**src/rtl/clint_bus_sched.sv**
```systemverilog
// Shares the CLINT register port between core loads/stores and a 64-bit mtimecmp
// programming port; each compare update is issued as LO<=ones, HI<=new, LO<=new.
module clint_bus_sched #(
    parameter int                XLEN     = 32,
    parameter int                ADDR_W   = 16,
    parameter logic [ADDR_W-1:0] TCMP_OFS = 'h4000
) (
    input  logic              i_clk,
    input  logic              i_rst_n,
    input  logic              i_core_req,
    input  logic [ADDR_W-1:0] i_core_addr,
    input  logic              i_core_we,
    input  logic [XLEN-1:0]   i_core_wdata,
    output logic              o_core_gnt,
    output logic [XLEN-1:0]   o_core_rdata,
    input  logic              i_tcmp_valid,
    input  logic [63:0]       i_tcmp_data,
    output logic              o_tcmp_ready,
    output logic              o_tcmp_done,
    output logic [ADDR_W-1:0] o_clint_addr,
    output logic              o_clint_we,
    output logic [XLEN-1:0]   o_clint_wdata,
    input  logic [XLEN-1:0]   i_clint_rdata
);

    localparam logic [ADDR_W-1:0] TCMP_HI_OFS = ADDR_W'(TCMP_OFS + ADDR_W'(4));

    typedef enum logic [1:0] {
        ST_IDLE   = 2'd0,
        ST_SEQ_HI = 2'd1,
        ST_SEQ_LO = 2'd2
    } state_t;

    typedef enum logic {
        PRIO_CORE = 1'b0,
        PRIO_TCMP = 1'b1
    } prio_t;

    state_t      state_q, state_nxt;
    prio_t       prio_q, prio_nxt;
    logic [63:0] tcmp_q;
    logic        tcmp_load;

    logic              core_gnt, tcmp_ready, tcmp_done, clint_we;
    logic [ADDR_W-1:0] clint_addr;
    logic [XLEN-1:0]   clint_wdata;
    logic              core_win, tcmp_win;

    // Alternating priority only matters when both sides ask in the same IDLE cycle.
    assign core_win = i_core_req && (!i_tcmp_valid || prio_q == PRIO_CORE);
    assign tcmp_win = i_tcmp_valid && !core_win;

    // NOTE: every combinational output gets a default before the case so no path
    // leaves it unassigned; otherwise synthesis would infer a latch.
    always_comb begin
        core_gnt    = 1'b0;
        tcmp_ready  = 1'b0;
        tcmp_done   = 1'b0;
        clint_addr  = i_core_addr;
        clint_we    = 1'b0;
        clint_wdata = '0;
        state_nxt   = state_q;
        prio_nxt    = prio_q;
        tcmp_load   = 1'b0;
        case (state_q)
            ST_IDLE: begin
                if (core_win) begin
                    core_gnt    = 1'b1;
                    clint_we    = i_core_we;
                    clint_wdata = i_core_wdata;
                    prio_nxt    = PRIO_TCMP;
                end else if (tcmp_win) begin
                    tcmp_ready  = 1'b1;
                    clint_addr  = TCMP_OFS;
                    clint_we    = 1'b1;
                    clint_wdata = '1;
                    tcmp_load   = 1'b1;
                    prio_nxt    = PRIO_CORE;
                    state_nxt   = ST_SEQ_HI;
                end
            end
            ST_SEQ_HI: begin
                clint_addr  = TCMP_HI_OFS;
                clint_we    = 1'b1;
                clint_wdata = XLEN'(tcmp_q[63:32]);
                state_nxt   = ST_SEQ_LO;
            end
            ST_SEQ_LO: begin
                clint_addr  = TCMP_OFS;
                clint_we    = 1'b1;
                clint_wdata = XLEN'(tcmp_q[31:0]);
                tcmp_done   = 1'b1;
                state_nxt   = ST_IDLE;
            end
            default: state_nxt = ST_IDLE;
        endcase
    end

    // NOTE: state registers use non-blocking assignments so every flop samples the
    // pre-edge values; blocking here would create order-dependent simulation races.
    always_ff @(posedge i_clk or negedge i_rst_n) begin
        if (!i_rst_n) begin
            state_q <= ST_IDLE;
            prio_q  <= PRIO_CORE;
            tcmp_q  <= '0;
        end else begin
            state_q <= state_nxt;
            prio_q  <= prio_nxt;
            if (tcmp_load) begin
                tcmp_q <= i_tcmp_data;
            end
        end
    end

    // Handshakes and the write strobe are forced low while reset is asserted, even
    // though the IDLE arbitration is combinational on the live requests.
    assign o_core_gnt    = core_gnt & i_rst_n;
    assign o_tcmp_ready  = tcmp_ready & i_rst_n;
    assign o_tcmp_done   = tcmp_done & i_rst_n;
    assign o_clint_we    = clint_we & i_rst_n;
    assign o_clint_addr  = clint_addr;
    assign o_clint_wdata = clint_wdata;
    assign o_core_rdata  = i_clint_rdata;

endmodule
```
**config.mk**
```make
export PLATFORM = sky130hd
export DESIGN_NAME = clint_bus_sched
export DESIGN_NICKNAME = d
export VERILOG_FILES = /design/src/rtl/clint_bus_sched.sv
export SDC_FILE = /design/constraint.sdc
export NUM_CORES = 1
export LEC_CHECK = 0
export ABC_AREA = 0
export CAP_MARGIN = 15
export CORE_AREA = 2 2 91 93
export DETAILED_ROUTE_END_ITERATION = 7
export DIE_AREA = 0 0 93 95
export DONT_BUFFER_PORTS = 1
export PLACE_DENSITY = 0.65
export SLEW_MARGIN = 20
export SYNTH_ARGS = -nofsm -noshare
export SYNTH_HDL_FRONTEND = slang
export SYNTH_SLANG_ARGS = --single-unit
```
**constraint.sdc**
```tcl
create_clock -name i_clk -period 2.1 [get_ports i_clk]
set_clock_uncertainty 0.1 [all_clocks]
set_input_delay 0.42 -clock i_clk [delete_from_list [all_inputs] [get_ports i_clk]]
set_output_delay 0.42 -clock i_clk [all_outputs]
set_load 0.02 [all_outputs]
```
==> results.toml, run 1 <==
[outcome]
run_status = "finished with violations"
failed_checks = "negative setup slack"

[detailed_routing]
drt-total-wl_mm = 12.03
met3WireLength_um = 851
detail_route.vias_per_cell = 6.064
wl_met1_mm = 4.717
dr_total_vias = 2935
antenna_violating_nets_post_route = 0
routed-wl-met2_mm = 6.188
top_layer = "met4"
drtPass1Iterations = 4
routedWlPerCell_um = 24.85
number_of_remaining_drc_errors = 0
drtIter0Drc = 94

[clock_tree]
path_clk_slew_ns = 0.08
clock_tree_from_tritoncts = "yes"
clock_latency_at_the_later_pin_of_the_worst_skew_pair_ns = 0.33
clkSinkCount = 67
cts.root.buffer_cell = "sky130_fd_sc_hd__clkbuf_8"
htreeDepth = 3
worst_case_clock_buffer_depth = 2
cts_inserted_buffers = 9

[global_route]
first_global_vias = 3113
grt_first_pass_wirelength_mm = 16.62
grt_usage = 0.2502
grt_start_max_net_pins = 68
aggregate_global_routing_overflow = 0
antenna_found_initial = 0

[pwr]
internal-power_mw = 6.305
vdd.ir_drop.worst_v = 0.0009134
share_clk_of_total_power = 0.129
total_leakage_power_nw = 2.271
post-layout-total-power_mw = 10.28
switching_share = 0.3867
share_seq_of_total_power = 0.236
power_switching_mw = 3.975
powerDensity_mw_per_mm2 = 1833
power.share.combinational = 0.635

[logic_synthesis]
synthDominantAreaCellType = "sky130_fd_sc_hd__dfrtp_1"
syn-mean-instance-area_um2 = 11.70
synth_enable_flop_cells = 0
synth-seq-cells = 67
netlist.area_leader.share = 0.4253
yosys-top-cells-area = "sky130_fd_sc_hd__dfrtp_1, sky130_fd_sc_hd__mux2_4, sky130_fd_sc_hd__a22oi_1"
syn_area_mm2 = 0.003943
synth-seq-area-share = 0.4253
flip_flop_cell_with_the_highest_count_after_synthesis = "sky130_fd_sc_hd__dfrtp_1"
postSynthCellCount = 337
synth.lib_cells_used.distinct = 28
synthArstFlopShare = 1.000
synth_nets = 491
synth_warnings = 0

[sta]
setup_violations = 49
grt_setup_unrepaired = "yes"
final_critical_path_setup_slack_ns = -0.2676
timing.setup.tns_ns = -8.996
final.min_clock_period_ns = 2.368
relSlewSlack = 0.7004
fin_crit_sh = 1.127
worst_pin_slew_ns = 0.4494
timing.final.hold_violations = 0
finalMaxSlewViolations = 0
timing.fmax_mhz = 422.4

[job]
count_of_maximum_capacitance_violations = 0

[placed_design]
io_buffer_count = 0
detailed_place_hpwl_mm = 7.370
numPlacedInstances = 444
dp_slack_ns = -0.01636
gpl.final_weighted_congestion = 0.8170

[floorplan]
fp.dieH_um = 95
placeableCoreArea_mm2 = 0.007928
die_w_um = 93
placement_rows = 33
design.die.area_mm2 = 0.008835
initial_utilization = 0.4973
io-pin-count = 233

[cells_and_area]
instances_no_fill = 484
drive_gt1_frac = 0.6913
layout_common_cells = "sky130_fd_sc_hd__dfrtp_1, sky130_fd_sc_hd__mux2_4, sky130_fd_sc_hd__buf_4"
flow.area_growth_from_synthesis_pct = 42.24
n_antenna_cell = 0
mostFrequentLayoutCell = "sky130_fd_sc_hd__dfrtp_1"
nNetsFinal = 528

[setup_path]
critPathArrivalTime_ns = 1.85
worstSetupPathType = "reg -> out"
reg2reg_from = "state_q[1]"
setup.worst_path.start = "state_q[1]"
worst_setup_path_end_kind = "output pin"
worst-endpoint-required_ns = 1.58
timing.critical_path.from_type = "flop"
critPathMaxFanout = 10
regToRegSetupSlack_ns = 0.06

[worst_hold_path]
holdCritStartpoint = "i_tcmp_data[24]"
hold_path_class = "in -> reg"
## metrics by stage
step	hold slack (ns)	utilization	area, um^2
floorplan	0.02441	-	4126
global placement	0.02559	0.5601	4441
detailed placement	0.02538	0.5601	4441
CTS	0.1094	0.6592	5226
global route	0.1050	0.7074	5608
finish	0.1214	0.7074	5608
## cell families after synthesis
logic type                 synth area share
AOI/OAI and AO/OA                    0.1488
and+or+nand+nor                     0.06315
muxes                                0.2348
adders and majority gates           0.01587
DFF                                  0.4253
buffers and inverters                0.1120
## worst max-delay path, cell delays in order (launching register included)
cell and delay (ns):
sky130_fd_sc_hd__dfrtp_1 0.41, sky130_fd_sc_hd__inv_2 0.10, sky130_fd_sc_hd__ha_4 0.15, sky130_fd_sc_hd__buf_6 0.11
sky130_fd_sc_hd__nand3_4 0.12, sky130_fd_sc_hd__buf_12 0.17, sky130_fd_sc_hd__buf_16 0.15, sky130_fd_sc_hd__a31oi_2 0.14
sky130_fd_sc_hd__buf_4 0.17
## synth_stat cells (all sizes together), types with 3 or more instances
| master | instances |
|---|---|
| a21boi | 14 |
| a31oi | 33 |
| a22oi | 32 |
| inv | 5 |
| dfrtp | 67 |
| ha | 5 |
| nand3 | 33 |
| o21ai | 3 |
| and2 | 4 |
| buf | 43 |
| clkbuf | 20 |
| mux2 | 65 |
## area by class of cell
class	instances	area (um^2)
well taps	105	131.4
flip-flops and latches	67	1677
multi-input cells	202	2444
fillers	534	2320
repair buffers	89	1085
clock inverters	6	112.6
clock buffers	10	137.6
inverters	5	21.27
## repair_timing
item | CTS | global route
hold buffers | 2 | 0
setup buffers | 11 | 2
gates cloned | 4 | 5
pin swaps | 17 | 14
endpoints found under the hold margin | 67 | 0
resized for setup | 75 | 50
endpoints found under the setup margin | 52 | 94
## state kept, by name, summed over array words and instances (netlist names)
name and count:
state_q 2, prio_q 1, tcmp_q 64
## final timing paths
path                                      to  depth (start not counted)
setup / recovery           o_clint_wdata[23]                          8
min in group asynchronous         tcmp_q[24]                          2
max in group asynchronous         tcmp_q[62]                          2
hold / removal                    tcmp_q[24]                          1
hold reg to reg                   tcmp_q[49]                          1
setup reg to reg                  tcmp_q[36]                          8
## power groups by stage
stage / sequential (mW) / clock, mW / combinational (mW)
floorplan: 2.24 / 0 / 3.61
global placement: 2.32 / 0 / 4.90
detailed placement: 2.35 / 0 / 4.98
CTS: 2.39 / 1.35 / 5.87
global route: 2.50 / 1.40 / 6.85
finish: 2.42 / 1.33 / 6.53
## metal layers
layer,track usage,up-vias
li1,-,1291
met1,0.2963,1464
met2,0.4269,156
met3,0.06943,24
met4,0.1103,0
met5,0,-
(Power assumes the default switching activity.)
==> run 2, diff against run 1 <==
Settings changed: PLACE_DENSITY 0.65 to 0.66.
==> results.toml, run 2 (synthesized netlist as in run 1, its figures left out) <==
[clock_tree]
cts_inserted_buffers = 9
worst_case_clock_buffer_depth = 2
clock_tree_from_tritoncts = "yes"
clock_latency_at_the_later_pin_of_the_worst_skew_pair_ns = 0.33
clkSinkCount = 67
cts.root.buffer_cell = "sky130_fd_sc_hd__clkbuf_8"
path_clk_slew_ns = 0.08
htreeDepth = 3

[setup_path]
critPathArrivalTime_ns = 1.80
path_common_cell = "sky130_fd_sc_hd__buf_6"
max_stage_delay_ns = 0.40
worstPathCellList = "inv_2 -> ha_4 -> buf_6 -> nand3_4 -> buf_6 -> buf_12 -> a31oi_1 -> buf_4"
worst_setup_path_end_kind = "output pin"
critPathMaxFanout = 6
timing.critical_path.from_type = "flop"
reg2regPathDepth = 9
crit_slowest_cell = "sky130_fd_sc_hd__dfrtp_1"
worstSetupPathType = "reg -> out"
worst-endpoint-required_ns = 1.58

[sta]
final.min_clock_period_ns = 2.318
final_critical_path_setup_slack_ns = -0.2183
grt_setup_unrepaired = "yes"
fin_crit_sh = 1.104
finalMaxSlewViolations = 0
worst_pin_slew_ns = 0.3666
timing.fmax_mhz = 431.4
timing.setup.tns_ns = -8.427
setup_violations = 51
timing.final.hold_violations = 0
relSlewSlack = 0.7551

[global_route]
grt_start_max_net_pins = 68
grt_usage = 0.2571
antenna_found_initial = 0
aggregate_global_routing_overflow = 0
grt_first_pass_wirelength_mm = 17.02
first_global_vias = 3087

[floorplan]
placeableCoreArea_mm2 = 0.007928
placement_rows = 33
die_w_um = 93
io-pin-count = 233
design.die.area_mm2 = 0.008835
fp.dieH_um = 95
initial_utilization = 0.4973

[cells_and_area]
drive_gt1_frac = 0.6954
n_antenna_cell = 0
layout_common_cells = "sky130_fd_sc_hd__dfrtp_1, sky130_fd_sc_hd__buf_4, sky130_fd_sc_hd__mux2_4"
sequential_cell_area_mm2 = 0.001677
registers.top_by_ff_count = "tcmp_q"
reg_top3 = "tcmp_q: 64 flops, state_q: 2 flops, prio_q: 1 flops"
mostFrequentLayoutCell = "sky130_fd_sc_hd__dfrtp_1"
multi_input_area_mm2 = 0.002389
filler_cells_inserted = 519
nNetsFinal = 543
final_util = 0.7295
flow.area_growth_from_synthesis_pct = 46.68
largest_register_ff_count = 64

[pwr]
share_seq_of_total_power = 0.232
share_clk_of_total_power = 0.126
switching_share = 0.3864
post-layout-total-power_mw = 10.58
total_leakage_power_nw = 2.378
power_switching_mw = 4.086
vdd.ir_drop.worst_v = 0.001155
power.share.combinational = 0.642
powerDensity_mw_per_mm2 = 1829
internal-power_mw = 6.490

[detailed_routing]
detail_route.vias_per_cell = 6.122
drtPass1Iterations = 4
routedWlPerCell_um = 25.74
dr_total_vias = 3055
antenna_violating_nets_post_route = 0
drtIter0Drc = 144
number_of_remaining_drc_errors = 0
drt-total-wl_mm = 12.85

[placed_design]
io_buffer_count = 0
dp_slack_ns = -0.04384
gpl.final_weighted_congestion = 0.7711
detailed_place_hpwl_mm = 7.431

[worst_hold_path]
hold_path_class = "in -> reg"
hold-path-cell-count = 1

[outcome]
failed_checks = "negative setup slack"
run_status = "finished with violations"

[job]
count_of_maximum_capacitance_violations = 0
run 2: critical path: cells and delay by family, from the launching register on:
family / cells / cell delay (ns)
AO/OA/AOI/OAI: 1 / 0.16
buffers and inverters: 5 / 0.65
flip-flops: 1 / 0.40
AND/OR/NAND/NOR: 1 / 0.10
adder cells (fa/ha/maj): 1 / 0.15
run 2: power by group through the flow:
stage | Combinational (mW) | Clock [mW] | Sequential (mW)
5_1_grt | 7.11 | 1.42 | 2.53
3_5_place_dp | 5.01 | 0 | 2.35
6_report | 6.79 | 1.33 | 2.46
2_1_floorplan | 3.61 | 0 | 2.24
4_1_cts | 6.05 | 1.35 | 2.39
3_3_place_gp | 4.93 | 0 | 2.32
run 2: path summary, 6_finish.rpt:
path / start / to / slack, ns
worst max-delay path: state_q[1] / o_clint_wdata[0] / -0.22
worst min-delay path: i_tcmp_data[7] / tcmp_q[7] / 0.12
worst max register to register: state_q[1] / tcmp_q[4] / 0
worst min register to register: tcmp_q[34] / tcmp_q[34] / 0.41
max in group asynchronous: i_rst_n / tcmp_q[49] / 1.09
min in group asynchronous: i_rst_n / tcmp_q[6] / 0.49
run 2: repair_timing:
item / CTS / global route
gates resized for setup: 87 / 40
endpoints found under the hold margin: 67 / 0
buffers inserted: 16 / 4
cloned: 6 / 9
hold buffers: 2 / 0
setup endpoints to repair: 52 / 106
pin swaps: 20 / 11
run 2: layout make-up:
type | count | area share
Timing Repair Buffer | 104 | 0.2278
Tap cell | 105 | 0.02272
Clock inverter | 6 | 0.01947
Sequential cell | 67 | 0.2899
Clock buffer | 10 | 0.02380
Multi-Input combinational cell | 202 | 0.4130
Inverter | 5 | 0.003245
run 2: per-layer routing:
| layer | track usage | wire (um) | vias to the layer above |
|---|---|---|---|
| li1 | - | - | 1326 |
| met1 | 0.3054 | 5114 | 1561 |
| met3 | 0.09018 | 846 | 14 |
| met2 | 0.4342 | 6727 | 154 |
| met4 | 0.09191 | 155 | 0 |
| met5 | 0 | 0 | - |
run 2: through the flow:
step | hold slack, ns | cell area (um^2) | instances
6_report | 0.1224 | 5783 | 499
5_1_grt | 0.09429 | 5783 | 499
4_1_cts | 0.1087 | 5346 | 486
3_5_place_dp | 0.02594 | 4456 | 446
3_3_place_gp | 0.02554 | 4456 | 446
2_1_floorplan | 0.02441 | 4126 | 337
==> run 3, diff against run 2 <==
Settings changed: ABC_AREA 0 to 1, CORE_AREA 2 2 91 93 to default, CORE_MARGIN from default to 2, CORE_UTILIZATION from default to 55, DIE_AREA 0 0 93 95 to default, PLACE_DENSITY 0.66 to 0.71, SLEW_MARGIN 20 to default.
==> results.toml, run 3 <==
[sta]
final_critical_path_setup_slack_ns = -0.1664
worst_pin_slew_ns = 0.4313
fin_crit_sh = 1.079
finalMaxSlewViolations = 0
timing.fmax_mhz = 441.2
setup_violations = 51
timing.final.hold_violations = 0
hold_slack_ns = 0.09243
relSlewSlack = 0.7124
final.min_clock_period_ns = 2.266
grt_setup_unrepaired = "yes"

[placed_design]
dp_slack_ns = -0.07269
io_buffer_count = 0
gpl.final_weighted_congestion = 0.8939
placed_area_mm2 = 0.004207
detailed_place_hpwl_mm = 8.283

[logic_synthesis]
flip_flop_cell_with_the_highest_count_after_synthesis = "sky130_fd_sc_hd__dfrtp_1"
yosys-top-cells-area = "sky130_fd_sc_hd__dfrtp_1, sky130_fd_sc_hd__nand2_1, sky130_fd_sc_hd__inv_1"
synth_enable_flop_cells = 0
synth.cells.most_frequent = "sky130_fd_sc_hd__nand2_1, sky130_fd_sc_hd__inv_1, sky130_fd_sc_hd__dfrtp_1"
synth.lib_cells_used.distinct = 18
synthDominantAreaCellType = "sky130_fd_sc_hd__dfrtp_1"
syn_area_mm2 = 0.004250
yosysMostFrequentCell = "sky130_fd_sc_hd__nand2_1"
synth-seq-area-share = 0.3945
synthArstFlopShare = 1.000
synth_nets = 797
synth_warnings = 0
netlist.area_leader.share = 0.3945
syn-mean-instance-area_um2 = 6.610
postSynthCellCount = 643
synth-seq-cells = 67

[global_route]
grt_first_pass_wirelength_mm = 18.85
grt_usage = 0.2884
antenna_found_initial = 1
aggregate_global_routing_overflow = 0
grt_start_max_net_pins = 68
first_global_vias = 3741

[detailed_routing]
drtPass1Iterations = 5
number_of_remaining_drc_errors = 0
drt-total-wl_mm = 12.15
drtIter0Drc = 252
detail_route.vias_per_cell = 5.329
antenna_violating_nets_post_route = 0
routedWlPerCell_um = 16.65
dr_total_vias = 3890

[pwr]
total_leakage_power_nw = 2.716
powerDensity_mw_per_mm2 = 1642
vdd.ir_drop.worst_v = 0.0009181

[clock_tree]
cts_inserted_buffers = 9
clock_latency_at_the_later_pin_of_the_worst_skew_pair_ns = 0.33
clock_tree_from_tritoncts = "yes"
htreeDepth = 3
path_clk_slew_ns = 0.07
clkSinkCount = 67
worst_case_clock_buffer_depth = 2
cts.root.buffer_cell = "sky130_fd_sc_hd__clkbuf_8"

[cells_and_area]
mostFrequentLayoutCell = "sky130_fd_sc_hd__nand2_1"
postLayoutCellArea_mm2 = 0.004713
largest_register_ff_count = 64
final_util = 0.6196
n_antenna_cell = 0
reg_top3 = "tcmp_q: 64 flops, state_q: 2 flops, prio_q: 1 flops"
drive_gt1_frac = 0.1799
layout_common_cells = "sky130_fd_sc_hd__nand2_1, sky130_fd_sc_hd__dfrtp_1, sky130_fd_sc_hd__inv_2"
registers.top_by_ff_count = "tcmp_q"
nNetsFinal = 778
flow.area_growth_from_synthesis_pct = 10.89

[setup_path]
timing.critical_path.from_type = "flop"
worstSetupPathType = "reg -> out"
critPathArrivalTime_ns = 1.75
worst-endpoint-required_ns = 1.58
worst_setup_path_end_kind = "output pin"
critPathMaxFanout = 55

[outcome]
failed_checks = "negative setup slack"
run_status = "finished with violations"

[floorplan]
io-pin-count = 233
placeableCoreArea_mm2 = 0.007607
fp.dieH_um = 91.91
placement_rows = 32
initial_utilization = 0.5587
die_w_um = 91.91
design.die.area_mm2 = 0.008447

[job]
count_of_maximum_capacitance_violations = 0

[worst_hold_path]
hold_path_class = "in -> reg"
-- run 3: cell count changes after synthesis, moves of 4 or more --
| cell | previous run | this run |
|---|---|---|
| sky130_fd_sc_hd__buf_8 | 4 | 0 |
| sky130_fd_sc_hd__a31oi_1 | 33 | 0 |
| sky130_fd_sc_hd__and2_1 | 4 | 0 |
| sky130_fd_sc_hd__nand2_1 | 2 | 332 |
| sky130_fd_sc_hd__mux2_2 | 16 | 0 |
| sky130_fd_sc_hd__a22oi_1 | 32 | 0 |
| sky130_fd_sc_hd__clkbuf_1 | 20 | 15 |
| sky130_fd_sc_hd__mux2_4 | 49 | 0 |
| sky130_fd_sc_hd__nand4_1 | 0 | 33 |
| sky130_fd_sc_hd__buf_2 | 5 | 20 |
| sky130_fd_sc_hd__inv_1 | 5 | 73 |
-- run 3: path summary, 6_finish.rpt --
kind                                 startpoint                 to  cells after the start  slack (ns)
worst max-delay path                 state_q[1]  o_clint_wdata[18]                      7       -0.17
worst min register to register       tcmp_q[26]         tcmp_q[26]                      2        0.38
worst max register to register       state_q[1]         tcmp_q[43]                      8        0.16
worst min-delay path            i_tcmp_data[41]         tcmp_q[41]                      2        0.09
max in group asynchronous               i_rst_n         tcmp_q[17]                      2        1.11
min in group asynchronous               i_rst_n         tcmp_q[56]                      2        0.50
-- run 3: power breakdown --
group / switching [mW] / total (mW) / internal (mW)
registers: 0.325 / 2.22 / 1.90
logic: 2.95 / 4.45 / 1.50
clock network: 0.458 / 1.06 / 0.606
total: 3.73 / 7.74 / 4.01
-- run 3: layout make-up --
cell class / instances / area [um^2]
fill: 732 / 2894
multi-input combinational: 428 / 1939
sequential: 67 / 1677
timing repair buffer: 44 / 495.5
inverter: 74 / 280.3
clock buffer: 13 / 158.9
tap: 102 / 127.6
clock inverter: 2 / 35.03
-- run 3: layer usage --
metal	part of all wire	global-route usage
met2	0.49	0.4792
met5	0	0
met1	0.38	0.3380
met4	0.028	0.1343
met3	0.095	0.09532
-- run 3: through the flow --
step	cells	TNS [ns]	total power, mW
2_1_floorplan	643	-0.1394	5.252
3_3_place_gp	704	0	5.894
3_5_place_dp	704	-0.2839	6.006
4_1_cts	728	-2.938	7.595
5_1_grt	730	-8.507	8.358
6_report	730	-3.903	7.739
-- run 3: logic make-up after synthesis --
logic type / count (synthesis) / share of synthesized area
AND/OR/NAND/NOR: 405 / 0.3886
buffers and inverters: 148 / 0.1728
adder cells (fa/ha/maj): 5 / 0.01472
flip-flops: 67 / 0.3945
AO/OA/AOI/OAI: 18 / 0.02944
-- run 3: worst max-delay path, stage by stage (launching register included) --
cell	delay, ns
sky130_fd_sc_hd__dfrtp_1	0.40
sky130_fd_sc_hd__inv_2	0.13
sky130_fd_sc_hd__ha_4	0.21
sky130_fd_sc_hd__nand3_4	0.12
sky130_fd_sc_hd__buf_12	0.20
sky130_fd_sc_hd__nand3_1	0.11
sky130_fd_sc_hd__nand2_1	0.10
sky130_fd_sc_hd__inv_2	0.12
-- run 3: repair_timing --
item	4_1_cts	5_1_grt
hold buffers	2	0
gates resized for setup	71	14
hold endpoints to repair	67	0
pin swaps	1	1
endpoints found under the setup margin	51	51
cloned	3	1
setup buffers	4	1
